File: config.mk
export PLATFORM = sky130hd
export DESIGN_NAME = tx_gate_scheduler
export DESIGN_NICKNAME = d
export VERILOG_FILES = /design/src/rtl/tsn_sched_pkg.sv /design/src/rtl/gcl_entry_table.sv /design/src/rtl/tx_gate_scheduler.sv
export SDC_FILE = /design/constraint.sdc
export NUM_CORES = 1
export LEC_CHECK = 0
export ABC_CLOCK_PERIOD_IN_PS = 13300
export CAP_MARGIN = 20
export CORE_MARGIN = 2
export CORE_UTILIZATION = 50
export DETAILED_ROUTE_END_ITERATION = 8
export GPL_TIMING_DRIVEN = 0
export HOLD_SLACK_MARGIN = 0.1
export PLACE_DENSITY = 0.69
export SLEW_MARGIN = 5
export SYNTH_ARGS = -nofsm -noshare
export SYNTH_HDL_FRONTEND = slang
export SYNTH_SLANG_ARGS = --single-unit
File: constraint.sdc
create_clock -name clk -period 13.3 [get_ports clk]
set_input_delay 2.66 -clock clk [delete_from_list [all_inputs] [get_ports clk]]
set_output_delay 2.66 -clock clk [all_outputs]
set_load 0.03 [all_outputs]
File: src/rtl/tsn_sched_pkg.sv
// Shared types and constants for the TSN gate scheduler.
// Gate bit positions, FSM states and the GCL entry layout live here.
package tsn_sched_pkg;

    localparam int unsigned NS_WRAP      = 1_000_000_000;
    localparam int          GATE_PKT_GEN = 0;
    localparam int          GATE_PS2PL   = 1;

    typedef enum logic [1:0] {
        IDLE,
        WAIT_BASE,
        RUN
    } sched_state_e;

    typedef struct packed {
        logic [1:0]  mask;
        logic [31:0] interval;
    } gcl_entry_t;

endpackage

File: src/rtl/gcl_entry_table.sv
// Gate control list storage: one synchronous write port, one combinational read port.
module gcl_entry_table #(
    parameter int unsigned NUM_ENTRIES = 8,
    parameter logic [1:0]  IDLE_MASK   = 2'b10
) (
    input  logic                           clk,
    input  logic                           reset,
    input  logic                           wr_en,
    input  logic [$clog2(NUM_ENTRIES)-1:0] wr_addr,
    input  logic [1:0]                     wr_mask,
    input  logic [31:0]                    wr_interval,
    input  logic [$clog2(NUM_ENTRIES)-1:0] rd_addr,
    output logic [1:0]                     rd_mask,
    output logic [31:0]                    rd_interval
);
    import tsn_sched_pkg::*;

    localparam int AW = $clog2(NUM_ENTRIES);

    gcl_entry_t entries [NUM_ENTRIES];

    for (genvar gi = 0; gi < NUM_ENTRIES; gi++) begin : g_entry
        gcl_entry_t entry_reg;

        always_ff @(posedge clk or posedge reset) begin
            if (reset) begin
                entry_reg.mask     <= IDLE_MASK;
                entry_reg.interval <= '0;
            end else if (wr_en && (wr_addr == AW'(gi))) begin
                entry_reg.mask     <= wr_mask;
                entry_reg.interval <= wr_interval;
            end
        end

        assign entries[gi] = entry_reg;
    end

    assign rd_mask     = entries[rd_addr].mask;
    assign rd_interval = entries[rd_addr].interval;

endmodule

File: src/rtl/tx_gate_scheduler.sv
// Time-aware gate scheduler: waits for the PTP base time, then free-runs the
// gate control list on the clk count and drives the per-stream gate vector.
module tx_gate_scheduler #(
    parameter int unsigned NUM_ENTRIES = 8,
    parameter int unsigned NS_PER_CLK  = 8,
    parameter int unsigned NS_WRAP     = tsn_sched_pkg::NS_WRAP,
    parameter logic [1:0]  IDLE_MASK   = 2'b10
) (
    input  logic                           clk,
    input  logic                           reset,
    input  logic [31:0]                    sync_time_ptp_ns,
    input  logic                           cfg_enable,
    input  logic [31:0]                    cfg_base_ns,
    input  logic [$clog2(NUM_ENTRIES):0]   cfg_num_entries,
    input  logic                           cfg_wr_en,
    input  logic [$clog2(NUM_ENTRIES)-1:0] cfg_wr_addr,
    input  logic [1:0]                     cfg_wr_mask,
    input  logic [31:0]                    cfg_wr_interval,
    output logic [1:0]                     gate_open,
    output logic                           pkt_gen_ready,
    output logic                           pkt_gen_finish,
    output logic [$clog2(NUM_ENTRIES)-1:0] cur_entry,
    output logic                           cycle_start,
    output logic                           running,
    output logic                           cfg_error
);
    import tsn_sched_pkg::*;

    localparam int          IW        = $clog2(NUM_ENTRIES);
    localparam int          CW        = IW + 1;
    localparam logic [CW-1:0] MAX_COUNT = CW'(NUM_ENTRIES);
    localparam logic [31:0] NPC       = 32'(NS_PER_CLK);
    localparam logic [31:0] WRAP_NS   = 32'(NS_WRAP);

    sched_state_e  state_reg, state_next;
    logic [CW-1:0] count_reg, count_next;
    logic [31:0]   base_reg, base_next;
    logic [31:0]   remaining_reg, remaining_next;
    logic [IW-1:0] entry_reg, entry_next;
    logic [1:0]    gate_reg, gate_next;
    logic          ready_reg, ready_next;
    logic          finish_reg, finish_next;
    logic          cycle_start_reg, cycle_start_next;
    logic          error_reg, error_next;
    logic          enable_d_reg;

    logic          enable_rise;
    logic          load;
    logic [CW-1:0] entry_inc;
    logic [IW-1:0] next_idx;
    logic [1:0]    rd_mask;
    logic [31:0]   rd_interval;
    logic [32:0]   diff_raw;
    logic [32:0]   diff_ns;

    gcl_entry_table #(
        .NUM_ENTRIES (NUM_ENTRIES),
        .IDLE_MASK   (IDLE_MASK)
    ) u_table (
        .clk         (clk),
        .reset       (reset),
        .wr_en       (cfg_wr_en),
        .wr_addr     (cfg_wr_addr),
        .wr_mask     (cfg_wr_mask),
        .wr_interval (cfg_wr_interval),
        .rd_addr     (next_idx),
        .rd_mask     (rd_mask),
        .rd_interval (rd_interval)
    );

    assign enable_rise = cfg_enable & ~enable_d_reg;
    assign entry_inc   = {1'b0, entry_reg} + CW'(1);
    assign next_idx    = ((state_reg != RUN) || (entry_inc >= count_reg)) ? '0 : entry_inc[IW-1:0];

    // Distance past the base time, modulo the PTP nanosecond wrap.
    assign diff_raw = {1'b0, sync_time_ptp_ns} - {1'b0, base_reg};
    assign diff_ns  = diff_raw[32] ? (diff_raw + {1'b0, WRAP_NS}) : diff_raw;

    always_comb begin
        state_next       = state_reg;
        count_next       = count_reg;
        base_next        = base_reg;
        remaining_next   = remaining_reg;
        entry_next       = entry_reg;
        gate_next        = gate_reg;
        error_next       = error_reg;
        cycle_start_next = 1'b0;
        load             = 1'b0;

        case (state_reg)
            IDLE: begin
                if (enable_rise) begin
                    base_next  = cfg_base_ns;
                    count_next = cfg_num_entries;
                    if ((cfg_num_entries == '0) || (cfg_num_entries > MAX_COUNT) ||
                        (cfg_base_ns >= WRAP_NS)) begin
                        error_next = 1'b1;
                    end else begin
                        error_next = 1'b0;
                        state_next = WAIT_BASE;
                    end
                end
            end
            WAIT_BASE: begin
                if (!cfg_enable) begin
                    state_next = IDLE;
                end else if (diff_ns < {1'b0, NPC}) begin
                    load       = 1'b1;
                    state_next = RUN;
                end
            end
            RUN: begin
                if (!cfg_enable) begin
                    state_next = IDLE;
                end else if (remaining_reg > NPC) begin
                    remaining_next = remaining_reg - NPC;
                end else begin
                    load = 1'b1;
                end
            end
            default: state_next = IDLE;
        endcase

        if (state_next == IDLE && state_reg != IDLE) begin
            gate_next  = IDLE_MASK;
            entry_next = '0;
        end

        // Zero-length entries still occupy one clock.
        if (load) begin
            entry_next       = next_idx;
            gate_next        = rd_mask;
            remaining_next   = (rd_interval < NPC) ? NPC : rd_interval;
            cycle_start_next = (next_idx == '0);
        end

        ready_next  = ~gate_reg[GATE_PKT_GEN] &  gate_next[GATE_PKT_GEN];
        finish_next =  gate_reg[GATE_PKT_GEN] & ~gate_next[GATE_PKT_GEN];
    end

    always_ff @(posedge clk or posedge reset) begin
        if (reset) begin
            state_reg       <= IDLE;
            count_reg       <= '0;
            base_reg        <= '0;
            remaining_reg   <= '0;
            entry_reg       <= '0;
            gate_reg        <= IDLE_MASK;
            ready_reg       <= 1'b0;
            finish_reg      <= 1'b0;
            cycle_start_reg <= 1'b0;
            error_reg       <= 1'b0;
            enable_d_reg    <= 1'b0;
        end else begin
            state_reg       <= state_next;
            count_reg       <= count_next;
            base_reg        <= base_next;
            remaining_reg   <= remaining_next;
            entry_reg       <= entry_next;
            gate_reg        <= gate_next;
            ready_reg       <= ready_next;
            finish_reg      <= finish_next;
            cycle_start_reg <= cycle_start_next;
            error_reg       <= error_next;
            enable_d_reg    <= cfg_enable;
        end
    end

    assign gate_open      = gate_reg;
    assign pkt_gen_ready  = ready_reg;
    assign pkt_gen_finish = finish_reg;
    assign cur_entry      = entry_reg;
    assign cycle_start    = cycle_start_reg;
    assign running        = (state_reg == RUN);
    assign cfg_error      = error_reg;

endmodule

# == Yosys cells after proc, flatten, opt, wreduce, memory -nomap -nowiden ==
# Index checks and enable logic that the tools add are counted.
# totals
output_inout_bits,10
wordCells,107
input_bits,109
ff_bits,352
# op_classes
n_bitwise,7
reduce_logical,24
n_lt_le_gt_ge,7
eq_ne,10
mux,27
n_addsub,4
# ops
operator,n
32-bit two-way mux,5
34-bit binary-select mux with 3-bit select,1
34-bit two-way mux,2
"33-bit by 30-bit adder with 33-bit output, second input constant",1
"33-bit by 4-bit less-than comparator with 1-bit output, second input constant",1
33-bit two-way mux,1
32-bit by 32-bit subtractor with 33-bit output,1
"32-bit by 30-bit >= comparator with 1-bit output, second input constant",1
"32-bit by 4-bit > comparator with 1-bit output, second input constant",1
"32-bit by 4-bit less-than comparator with 1-bit output, second input constant",1
"32-bit by 4-bit subtractor with 32-bit output, second input constant",1
2-bit two-way mux,7
"3-bit equality test, second input constant",4
2-bit nonzero test,5
1-bit logical AND,9
3-bit two-way mux,3
"3-bit by 2-bit equality test with 1-bit output, second input constant",2
3-bit logical NOT,2
1-bit two-way mux,6
2-bit one-hot mux with 3 select lines,1
"3-bit by 1-bit adder with 4-bit output, second input constant",1
4-bit >= comparator,1
"4-bit >= comparator, second input constant",1
"4-bit > comparator, second input constant",1
13 further kinds,20

# == Longest topological paths before layout ==
# Gate-level depths: netlist of the first run.
# depth
word_depth,13
depth_mapped,21
ltp_nobuf,19

# == By module ==
# From an unflattened synthesis of the first run, not the netlist that was laid out.
# unflattened
cells_unflattened,1666
area_unflattened_um2,20004.2
# modules_own_cells
module,area_each_um2,cells_each,n_inst,seq_area_each_um2
gcl_entry_table,12244.2,706,1,6816.5
tx_gate_scheduler,7759.9,960,1,2003.2

# == Least setup slack after synthesis of the first run ==
# OpenSTA, ideal clock, no wires.
# synth_path
path_kind,input-to-reg
startpoint,in sync_time_ptp_ns[2]
endpoint,reg finish_reg (netlist: pkt_gen_finish)
path_buffers,0
path_slack_ns,6.861
arrival_time_ns,6.360
cell_stages,17
setup_time_ns,0.080
required_ns,13.220
path_cell_list,ha_1 a21o_1 a31oi_4 o22ai_4 a21oi_2 xor2_1 inv_1 ha_1 o211a_1 nor3_1 o21a_1 nor4bb_1 nand4_1 and4bb_4 a31oi_1 or3_1 o22ai_2
# synth_between
elab_chain_cells,13
elab_cells_between_ends,16
classes_between,add/sub: 2; order compare: 1; mux: 9; bitwise: 2; reduce/logical: 2
# synth_lines
element,line,text
"start, declared",tx_gate_scheduler.sv:11,"input logic [31:0] sync_time_ptp_ns,"
32-bit by 32-bit subtractor with 33-bit output (*),tx_gate_scheduler.sv:76,"assign diff_raw = {1'b0, sync_time_ptp_ns} - {1'b0, base_reg};"
33-bit by 30-bit adder with 33-bit output,tx_gate_scheduler.sv:77,"assign diff_ns = diff_raw[32] ? (diff_raw + {1'b0, WRAP_NS}) : diff_raw;"
33-bit two-way mux (*),tx_gate_scheduler.sv:77,
33-bit by 4-bit less-than comparator with 1-bit output (*),tx_gate_scheduler.sv:107,"end else if (diff_ns < {1'b0, NPC}) begin"
2-bit two-way mux,tx_gate_scheduler.sv:107,
2-bit two-way mux,tx_gate_scheduler.sv:105,if (!cfg_enable) begin
2-bit one-hot mux with 3 select lines,tx_gate_scheduler.sv:90,case (state_reg)
2-bit logical NOT,tx_gate_scheduler.sv:124,if (state_next == IDLE && state_reg != IDLE) begin
1-bit logical AND,tx_gate_scheduler.sv:124,
2-bit two-way mux,tx_gate_scheduler.sv:124,
2-bit two-way mux (*),tx_gate_scheduler.sv:130,if (load) begin
1-bit inverter (*),tx_gate_scheduler.sv:138,finish_next = gate_reg[GATE_PKT_GEN] & ~gate_next[GATE_PKT_GEN];
1-bit bitwise AND (*),tx_gate_scheduler.sv:138,
net finish_next,tx_gate_scheduler.sv:42,"logic finish_reg, finish_next;"
"end signal, assigned",tx_gate_scheduler.sv:162,finish_reg <= finish_next;
"end, declared",tx_gate_scheduler.sv:42,
# Mark *: on every way through the listed nets, which the timed path passes. The rest lies on a longest branch. The select of a mux whose other input is x is not followed.
# A chain may end at the register's enable or synchronous reset.

# == Worst setup path after layout of the first run ==
# layout_path
startpoint,reg entry_reg[0] (netlist: cur_entry[0])
endpoint,reg remaining_reg[1]
# layout_between
elab_chain_cells,11
# layout_lines
element,line,text
"start, declared",tx_gate_scheduler.sv:39,"logic [IW-1:0] entry_reg, entry_next;"
"start signal, assigned",tx_gate_scheduler.sv:159,entry_reg <= entry_next;
3-bit by 1-bit adder with 4-bit output (*),tx_gate_scheduler.sv:72,"assign entry_inc = {1'b0, entry_reg} + CW'(1);"
4-bit >= comparator,tx_gate_scheduler.sv:73,assign next_idx = ((state_reg != RUN) || (entry_inc >= count_reg)) ? '0 : entry_inc[IW-1:0];
1-bit logical OR,tx_gate_scheduler.sv:73,
3-bit two-way mux (*),tx_gate_scheduler.sv:73,
3-bit inverter with 4-bit output (implied by the code) (*),gcl_entry_table.sv:39,assign rd_interval = entries[rd_addr].interval;
34-bit binary-select mux with 3-bit select (*),gcl_entry_table.sv:39,
34-bit two-way mux (*) (2 in a row),-,
32-bit by 4-bit less-than comparator with 1-bit output,tx_gate_scheduler.sv:133,remaining_next = (rd_interval < NPC) ? NPC : rd_interval;
32-bit two-way mux (*),tx_gate_scheduler.sv:133,
32-bit two-way mux (*),tx_gate_scheduler.sv:130,
"end signal, assigned",tx_gate_scheduler.sv:158,remaining_reg <= remaining_next;
"end, declared",tx_gate_scheduler.sv:38,"logic [31:0] remaining_reg, remaining_next;"
# Every way passes the cells marked *; elsewhere a longest branch is shown, timed or not. The select of a mux whose other input is x is not followed.

==> reports/results.txt, run 1 <==
worst-skew pair later-pin latency: 570 ps
TritonCTS clock tree: built
Synth warnings: 0
grt total ovfl: 0
outcome: finished, final reports clean
fin area: 22800 um^2
max reg flops: 272
Max-Cap Viols: 0
fin nets: 2104
startpoint types: flop
initial antenna violation count: 1
WHS: 462 ps
Synth Cell Area: 19400 um^2
Main synth FF type: dfrtp_1
Routed Antenna Nets: 0
Core Region: 38500 um^2
area delta synth->final: 17.4%
CP arrival: 8070 ps
crit share post-route: 57.5%
drt first-iter violations: 1178
First-pass DRT Iterations: 5
Post-synth ARST share: 100%
antenna diode count: 0
Clock Skew: 14.4 ps
Cell Rows: 72
DRC: 0
Worst Hold Class: flop to flop
largest net degree at the start of global routing: 123
Critical Path End Type: flop
first-pass GRT wire length: 89100 um
Post-Route WL: 56200 um
post-layout util: 59.4%
EDFF count, synth: 0
share of layout cells above drive strength 1: 23.7%
root buf cell: clkbuf_16
Pleak: 9.82 nW
# IOs: 119
synthesized flop and latch total: 352
die footprint: 40500 um^2
Worst Reg-to-Reg Cells: 17
I/O Buffers: 114
RSZ-0062 raised after global routing: no
Pins Over Slew Limit: 0
clk buf depth: 3
clk slew on worst S/H paths: 60 ps
initial core utilization: 50.5%
crit-path max FO: 10
Worst-Margin Slew: 1170 ps
detailed-route via count: 15200
routability cong.: 0.925
post-synthesis sequential area ratio: 45.4%
postcts setup bufs: 0
dpl hpwl: 39800 um
GR Util All Layers: 28.1%
Required @ worst endpoint: 13720 ps
final setup TNS: 0 ps
Hold Crit Depth: 1
final hold vios: 0
pre-CTS setup slack: 5640 ps
Synth Area per Inst: 10.9 um^2
Max-Slew Margin vs Limit: 21.7%
Placement Cell Area: 21300 um^2
critical path class: flop to flop
Die Y-Extent: 201 um
Setup-failing EPs final: 0
P per Cell Area: 182 nW/um^2
worst setup margin: 5650 ps
die extent in x: 201 um
Syn Nets: 1941
Gate Count Post-Synth: 1790
CTS HTree Levels: 2
routed len/inst: 22.5 um
Max Freq: 131 MHz
CTS resizes: 0
Via density: 6.06
maximum vdd drop: 0.124 mV
CTS Sinks: 352
hold_buf cts: 0
vias in the first global route: 15600
Tmin final: 7650 ps
Yosys cell types: 101
TritonCTS Buffers: 40
==> where the power goes <==
part / total (mW) / switching [mW] / internal (mW)
combinational: 1.51 / 0.876 / 0.637
clock: 1.22 / 0.459 / 0.764
sequential: 1.42 / 0.116 / 1.30
total: 4.15 / 1.45 / 2.70
==> synthesized netlist by cell type (14+ instances only) <==
master    instances  area share [%]
inv_1            50            0.97
o21ai_0          37            0.95
o221ai_1         20            0.90
a21o_1           16            0.62
nand4_1          18            0.58
a21oi_1          59             1.5
xnor2_1          28             1.3
nor2_1           84             1.6
nand2_1         212             4.1
xor2_1           20            0.90
nor3_1           40             1.0
buf_2            14            0.36
a31oi_1          28            0.90
dfrtp_1         343              44
mux2_2          310              18
ha_1             42             2.7
mux2i_1          63             3.2
o22ai_1          16            0.51
clkbuf_1         70             1.4
nand3_1          48             1.2
==> kinds of logic (layout without fill, tap and decap cells) <==
family | Yosys count | count (layout) | share of synthesized area, %
AO/OA/AOI/OAI | 310 | 310 | 11.8
flip-flops | 352 | 352 | 45.4
AND/OR/NAND/NOR | 507 | 507 | 12.4
XOR/XNOR | 48 | 48 | 2.16
buffers and inverters | 147 | 341 | 3.12
multiplexers | 384 | 384 | 22.4
adder cells (fa/ha/maj) | 42 | 42 | 2.70
==> per-stage QoR <==
stage	cells	total power, mW
after floorplan	1790	2.54
after global placement	2422	2.88
after detailed placement	2427	2.92
after CTS	2500	4.15
after global routing	2502	4.39
final	2502	4.15
==> worst max-delay path: stages, from the launching register on <==
cell	delay, ps
dfrtp_1	770
ha_1	270
xor2_1	740
clkbuf_1	900
ha_1	400
a21o_1	150
a21oi_1	720
nand2_1	420
clkbuf_1	420
nand2_1	570
clkbuf_1	690
o22ai_1	130
nor2_1	390
nand4_1	170
nor2_1	200
nand4_1	270
o21ai_0	160
o21ai_0	100
==> cells in the final DEF (no fill, tap or decap), types with 10 or more instances in the layout <==
master,instances
dfrtp_1,343
mux2_2,310
nand2_1,212
clkdlybuf4s50_1,114
nor2_1,84
clkbuf_1,75
mux2i_1,63
a21oi_1,59
inv_1,49
nand3_1,48
ha_1,42
clkbuf_16,42
nor3_1,40
o21ai_0,37
xnor2_1,28
a31oi_1,28
xor2_1,20
o221ai_1,20
nand4_1,18
buf_2,16
a21o_1,16
o22ai_1,16
o21ai_1,13
and3_1,13
nor4_1,12
or3_1,11
o21a_1,10
nand2b_1,10
==> path summary, 6_finish.rpt <==
path / startpoint / end / slack (ps)
min in group asynchronous: reset / base_reg[9]$_DFFE_PP0P_ / 2470
max in group asynchronous: reset / cycle_start$_DFF_PP0_ / 9560
hold / removal: remaining_reg[28]$_DFFE_PP0P_ / remaining_reg[28]$_DFFE_PP0P_ / 460
setup reg to reg: cur_entry[0]$_DFFE_PP0P_ / remaining_reg[1]$_DFFE_PP0P_ / 5650
hold reg to reg: remaining_reg[28]$_DFFE_PP0P_ / remaining_reg[28]$_DFFE_PP0P_ / 460
setup / recovery: cur_entry[0]$_DFFE_PP0P_ / remaining_reg[1]$_DFFE_PP0P_ / 5650
==> final cells by class <==
type                       instances  area (um^2)
fill                            3196        15600
inverter                          50          195
clock inverter                    17          282
clock buffer                      56         1190
timing repair buffer             121         1260
buffer                            97          419
multi-input combinational       1291        10000
sequential                       352         8820
tap                              518          648
==> per-layer routing <==
layer | wire [um] | global-route usage [%]
met2 | 26000 | 45.4
met1 | 24300 | 37.2
met5 | 0 | 0
met4 | 2630 | 13.6
met3 | 3280 | 4.50
Note: power is estimated with default switching activity, not from simulation.
==> run 2: changes to the inputs <==
--- a/config.mk
+++ b/config.mk
@@ -5,7 +5,7 @@
 export SDC_FILE = /design/constraint.sdc
 export NUM_CORES = 1
 export LEC_CHECK = 0
-export ABC_CLOCK_PERIOD_IN_PS = 13300
+export ABC_CLOCK_PERIOD_IN_PS = 7100
 export CAP_MARGIN = 20
 export CORE_MARGIN = 2
 export CORE_UTILIZATION = 50
==> constraint.sdc (replaced) <==
create_clock -name clk -period 7.1 [get_ports clk]
set_input_delay 1.42 -clock clk [delete_from_list [all_inputs] [get_ports clk]]
set_output_delay 1.42 -clock clk [all_outputs]
set_load 0.03 [all_outputs]
==> run 2 against run 1 <==
Power increased by 83%; wire length about the same; non-clock buffer count up 6; register-to-register slack got worse by 5400 ps; fmax rose by 12%; largest cell class unchanged.
==> reports/results.txt, run 2 (synthesis results as in run 1) <==
outcome: finished, final reports clean
Worst-Margin Slew: 1230 ps (+55.7 ps)
first-pass GRT wire length: 89200 um (+0.12%)
register area: 8820 um^2 (unchanged)
Max-Slew Margin vs Limit: 18.0% (-3.7 points)
CP arrival: 7260 ps (-810 ps)
I/O Buffers: 114 (unchanged)
fin nets: 2110 (+0.29%)
cell internal pwr: 4.88 mW (+81%)
clk slew on worst S/H paths: 60 ps (about the same)
antenna diode count: 0 (unchanged)
Via density: 6.07 (+0.14%)
sequential share of power: 34.9% (+0.8 points)
maximum vdd drop: 0.226 mV (+83%)
commonest cells after routing, fill and taps aside: dfrtp_1, mux2_2, nand2_1, clkdlybuf4s50_1, nor2_1
routed len/inst: 22.4 um (-0.28%)
GR Util All Layers: 28.2% (+0.052 points)
die extent in x: 201 um (unchanged)
crit-path max FO: 10 (unchanged)
Clock power frac: 27.8% (-1.7 points)
Critical Path End Type: flop
Post-Route WL: 56200 um (about the same)
max reg flops: 272 (unchanged)
RSZ-0062 raised after global routing: no
DRC: 0 (unchanged)
# IOs: 119 (unchanged)
Cell Rows: 72 (unchanged)
DRT met1 WL: 23800 um (-2.2%)
final setup TNS: 0 ps (unchanged)
final hold vios: 0 (unchanged)
crit share post-route: 96.2% (+39 points)
switching power: 2.72 mW (+87%)
WL met3: 3740 um (+14%)
Required @ worst endpoint: 7530 ps (-6190 ps)
First-pass DRT Iterations: 6 (+1)
Clock Skew: 18.1 ps (+3.69 ps)
TritonCTS Buffers: 40 (unchanged)
area delta synth->final: 17.4% (about the same)
TritonCTS clock tree: built
Top Layer Used: met4
Pins Over Slew Limit: 0 (unchanged)
CTS Sinks: 352 (unchanged)
detailed-route via count: 15200 (+0.38%)
root buf cell: clkbuf_16
drt first-iter violations: 1235 (+4.8%)
critical path class: flop to flop
Max Freq: 146 MHz (+12%)
placed cell count: 2433 (+0.25%)
Tmin final: 6830 ps (-823 ps)
footprint of the multi-input gates: 10000 um^2 (about the same)
startpoint types: flop
Pleak: 9.81 nW (-0.12%)
Routed Antenna Nets: 0 (unchanged)
CTS HTree Levels: 2 (unchanged)
routability cong.: 0.915 (-1.1%)
Die Y-Extent: 201 um (unchanged)
P per Cell Area: 333 nW/um^2 (+83%)
Core Region: 38500 um^2 (unchanged)
Setup-failing EPs final: 0 (unchanged)
DR WL met2: 26400 um (+1.8%)
largest net degree at the start of global routing: 44 (-64%)
worst-skew pair later-pin latency: 570 ps (about the same)
clk buf depth: 3 (unchanged)
die footprint: 40500 um^2 (unchanged)
Worst Hold Class: flop to flop
share of layout cells above drive strength 1: 24.1% (+0.38 points)
vias in the first global route: 15600 (-0.35%)
most common cell after layout, fill and taps aside: dfrtp_1
Comb power frac: 37.3% (+0.9 points)
Max-Cap Viols: 0 (unchanged)
dpl hpwl: 40500 um (+1.7%)
grt total ovfl: 0 (unchanged)
postcts setup bufs: 0 (unchanged)
initial core utilization: 50.5% (unchanged)
sw frac: 35.8% (+0.83 points)
fill cell count: 3286 (+2.8%)
non-filler cells, final: 2508 (+0.24%)
initial antenna violation count: 0 (-1)
## run 2: per-layer routing
| layer | vias up | GRT usage, % |
|---|---|---|
| li1 | 6879 | - |
| met1 | 7644 | 37.4 |
| met5 | - | 0 |
| met2 | 568 | 45.5 |
| met4 | 0 | 12.2 |
| met3 | 134 | 5.10 |
## run 2: power groups by stage
| stage | registers, mW | logic [mW] | clock network (mW) |
|---|---|---|---|
| 2_1_floorplan | 2.62 | 2.13 | 0 |
| 3_3_place_gp | 2.66 | 2.73 | 0 |
| 3_5_place_dp | 2.68 | 2.79 | 0 |
| 4_1_cts | 2.65 | 2.81 | 2.15 |
| 5_1_grt | 2.70 | 3.12 | 2.23 |
| 6_report | 2.65 | 2.84 | 2.11 |
## run 2: stage by stage
step	setup WS [ps]	hold WS [ps]	util [%]	instance area (um^2)	power, mW
after floorplan	973	430	-	19400	4.75
final	271	459	59.3	22800	7.60
after global routing	161	494	59.3	22800	8.06
after global placement	-1260	452	55.2	21200	5.39
after detailed placement	-320	461	55.7	21400	5.48
after CTS	11.3	469	59.3	22800	7.61
## run 2: final timing paths
kind / slack (ps) / start / cells past startpoint / to
max in group asynchronous: 4520 / reset / 5 / gate_open[1]$_DFFE_PP1P_
setup reg to reg: 270 / cur_entry[0]$_DFFE_PP0P_ / 17 / remaining_reg[1]$_DFFE_PP0P_
min in group asynchronous: 1350 / reset / 2 / u_table.entries[264]$_DFFE_PP0P_
hold / removal: 460 / remaining_reg[28]$_DFFE_PP0P_ / 1 / remaining_reg[28]$_DFFE_PP0P_
hold reg to reg: 460 / remaining_reg[28]$_DFFE_PP0P_ / 1 / remaining_reg[28]$_DFFE_PP0P_
setup / recovery: 270 / cur_entry[0]$_DFFE_PP0P_ / 17 / remaining_reg[1]$_DFFE_PP0P_
## run 2: what timing repair did
item / CTS / global route
gates resized for setup: 1 / 5
hold endpoints to repair: 0 / 0
hold buffers: 0 / 0
pin swaps: 0 / 0
setup endpoints to repair: 4 / 4
## run 2: cell type report
type	count	share of cell area, %
Multi-Input combinational cell	1291	43.9
Tap cell	518	2.84
Timing Repair Buffer	127	5.96
Clock inverter	15	0.740
Buffer	97	1.85
Inverter	50	0.839
Sequential cell	352	38.6
Clock buffer	58	5.21
## run 2: worst max-delay path, cell delays in order (launching register included)
cell and delay, ps:
dfrtp_1 790, ha_1 310, xor2_2 530, clkbuf_2 580
ha_1 340, a21o_1 160, a21oi_1 740, nand2_1 390
clkbuf_1 430, nand2_1 570, clkbuf_2 480, o22ai_1 160
nor2_1 360, nand4_1 150, nor2_1 180, nand4_1 280
o21ai_0 150, o21ai_0 90
==> run 3: changes to the inputs <==
--- a/config.mk
+++ b/config.mk
@@ -8,12 +8,12 @@
 export ABC_CLOCK_PERIOD_IN_PS = 7100
 export CAP_MARGIN = 20
 export CORE_MARGIN = 2
-export CORE_UTILIZATION = 50
+export CORE_UTILIZATION = 45
 export DETAILED_ROUTE_END_ITERATION = 8
 export GPL_TIMING_DRIVEN = 0
 export HOLD_SLACK_MARGIN = 0.1
-export PLACE_DENSITY = 0.69
-export SLEW_MARGIN = 5
+export SETUP_SLACK_MARGIN = 0.4
+export SLEW_MARGIN = 10
 export SYNTH_ARGS = -nofsm -noshare
 export SYNTH_HDL_FRONTEND = slang
 export SYNTH_SLANG_ARGS = --single-unit
==> run 3 against run 2 <==
Clock skew grew 0.64 ps; first-iteration DRC count is 21% lower; clock power is essentially flat; wire length rose by 1.9%.
==> reports/results.txt, run 3 (synthesis results as in run 1) <==
initial core utilization: 45.3% (-5.2 points)
First-pass DRT Iterations: 5 (-1)
Worst-Margin Slew: 997 ps (-233 ps)
CP Launch Point: cur_entry[0]$_DFFE_PP0P_
cell-by-cell listing of the critical path: ha_1 > xor2_2 > clkbuf_2 > ha_1 > a21o_1 > a21oi_2 > nand2_1 > clkbuf_1 > nand2_1 > clkbuf_2 > o22ai_1 > nor2_1 > nand4_1 > nor2_1 > nand4_1 > o21ai_0 > o21ai_0
detailed-route via count: 15000 (-1.6%)
Placement Cell Area: 21600 um^2 (+0.69%)
CTS HTree Levels: 2 (unchanged)
Clock power frac: 27.6% (-0.2 points)
sequential share of power: 35.0% (about the same)
area delta synth->final: 18.0%
grt total ovfl: 0 (unchanged)
largest net degree at the start of global routing: 40 (-9.1%)
die extent in x: 212 um (+5.3%)
vias in the first global route: 15000 (-3.6%)
# IOs: 119 (unchanged)
Pleak: 9.82 nW (+0.20%)
max reg flops: 272 (unchanged)
Critical Path End Type: flop
die footprint: 44900 um^2 (+11%)
TritonCTS Buffers: 41 (+2.5%)
Setup-failing EPs final: 0 (unchanged)
drt first-iter violations: 980 (-21%)
outcome: finished, final reports clean
share of layout cells above drive strength 1: 24.1% (about the same)
Post-Route WL: 57200 um (+1.9%)
crit share post-route: 93.0% (-3.2 points)
Pins Over Slew Limit: 0 (unchanged)
Tmin final: 6600 ps (-226 ps)
slowest CP cell: dfrtp_1
first-pass GRT wire length: 88600 um (-0.71%)
cell internal pwr: 4.86 mW (-0.47%)
dpl hpwl: 41700 um (+3.0%)
Critical R2R Capture: remaining_reg[1]$_DFFE_PP0P_
CP arrival: 7040 ps (-220 ps)
fin nets: 2115 (+0.24%)
GR Util All Layers: 25.9% (-2.3 points)
worst setup margin: 497 ps (+226 ps)
crit-path max FO: 10 (unchanged)
root buf cell: clkbuf_16
postcts setup bufs: 0 (unchanged)
Max-Slew Margin vs Limit: 33.5% (+16 points)
commonest cells after routing, fill and taps aside: dfrtp_1, mux2_2, nand2_1, clkdlybuf4s50_1, nor2_1
most common cell after layout, fill and taps aside: dfrtp_1
RSZ-0062 raised after global routing: no
switching power: 2.72 mW (about the same)
I/O Buffers: 114 (unchanged)
TritonCTS clock tree: built
clk buf depth: 3 (unchanged)
initial antenna violation count: 0 (unchanged)
Routed Antenna Nets: 0 (unchanged)
reg-to-reg critical path startpoint: cur_entry[0]$_DFFE_PP0P_
Die Y-Extent: 212 um (+5.3%)
routed len/inst: 22.2 um (-0.99%)
Required @ worst endpoint: 7530 ps (about the same)
sw frac: 35.9% (+0.12 points)
maximum vdd drop: 0.203 mV (-10%)
routability cong.: 0.895 (-2.2%)
critical path class: flop to flop
Worst Hold Class: flop to flop
clk slew on worst S/H paths: 60 ps (about the same)
Clock Skew: 18.7 ps (+0.637 ps)
pre-CTS setup slack: -565 ps (-245 ps)
Cell Rows: 76 (+5.6%)
Worst path max stage delay: 790 ps (about the same)
Comb power frac: 37.5% (+0.2 points)
worst-skew pair later-pin latency: 580 ps (about the same)
Max Freq: 151 MHz (+3.4%)
final hold vios: 0 (unchanged)
P per Cell Area: 330 nW/um^2 (-0.79%)
CTS Sinks: 352 (unchanged)
DRC: 0 (unchanged)
startpoint types: flop
antenna diode count: 0 (unchanged)
Worst R2R Setup Slack: 500 ps (+230 ps)
hold_buf cts: 0 (unchanged)
Worst Reg-to-Reg Cells: 17 (unchanged)
CP Capture Point: remaining_reg[1]$_DFFE_PP0P_
Max-Cap Viols: 0 (unchanged)
Core Region: 42900 um^2 (+11%)
fin area: 22900 um^2 (+0.51%)
Via density: 5.81 (-4.3%)
## run 3: changes by cell type in the layout (fill, tap and decap cells not counted), sizes merged
cell,delta
clkinvlp,-2
clkinv,-1
inv,+1
clkdlybuf4s15,+2
buf,+4
clkbuf,+1
## run 3: area by class of cell
cell class,instances,area [um^2]
Clock buffer,61,1170
Multi-Input combinational cell,1291,10000
Clock inverter,13,146
Timing Repair Buffer,131,1420
Sequential cell,352,8820
Inverter,50,191
Tap cell,585,732
Buffer,97,438
Fill cell,3782,19900
## run 3: worst min path at each step
stage | end | cells past startpoint | from
6_report | remaining_reg[28]$_DFFE_PP0P_ | 1 | remaining_reg[28]$_DFFE_PP0P_
4_1_cts | remaining_reg[28]$_DFFE_PP0P_ | 1 | remaining_reg[28]$_DFFE_PP0P_
5_1_grt | remaining_reg[28]$_DFFE_PP0P_ | 1 | remaining_reg[28]$_DFFE_PP0P_
3_3_place_gp | remaining_reg[28]$_DFFE_PP0P_ | 1 | remaining_reg[28]$_DFFE_PP0P_
2_1_floorplan | remaining_reg[28]$_DFFE_PP0P_ | 1 | remaining_reg[28]$_DFFE_PP0P_
3_5_place_dp | remaining_reg[2]$_DFFE_PP0P_ | 2 | remaining_reg[2]$_DFFE_PP0P_
## run 3: power groups by stage
stage / Sequential (mW) / Combinational [mW] / Clock (mW)
after floorplan: 2.62 / 2.13 / 0
after global placement: 2.66 / 2.75 / 0
after detailed placement: 2.68 / 2.81 / 0
after CTS: 2.64 / 2.82 / 2.13
after global routing: 2.70 / 3.13 / 2.21
final: 2.65 / 2.84 / 2.09
## run 3: stage by stage
step	cells	utilization [%]	power, mW	hold WS (ps)	setup TNS (ps)
after floorplan	1790	-	4.75	430	0
after global placement	2489	49.7	5.41	454	-487570
after detailed placement	2505	50.3	5.48	472	-2030
after CTS	2579	53.4	7.60	480	0
after global routing	2580	53.5	8.04	506	0
final	2580	53.5	7.58	467	0
## run 3: worst max-delay path, delay by kind of cell, from the launching register on
family,cells,cell delay [ps]
flops,1,790
simple gates,6,1980
compound gates,5,1030
xor+xnor,1,530
buf+inv,3,1470
fa+ha+maj,2,660
## run 3: metal layers
metal  track usage, %  part of all wire, %
met1             34.5                   45
met2             42.8                   47
met3             4.08                  5.0
met4             9.37                  3.6
met5                0                0.061
## run 3: timing repair
| action | 4_1_cts | 5_1_grt |
|---|---|---|
| gates cloned | 0 | 0 |
| resized for setup | 7 | 2 |
| endpoints found under the hold margin | 0 | 0 |
| endpoints found under the setup margin | 19 | 6 |
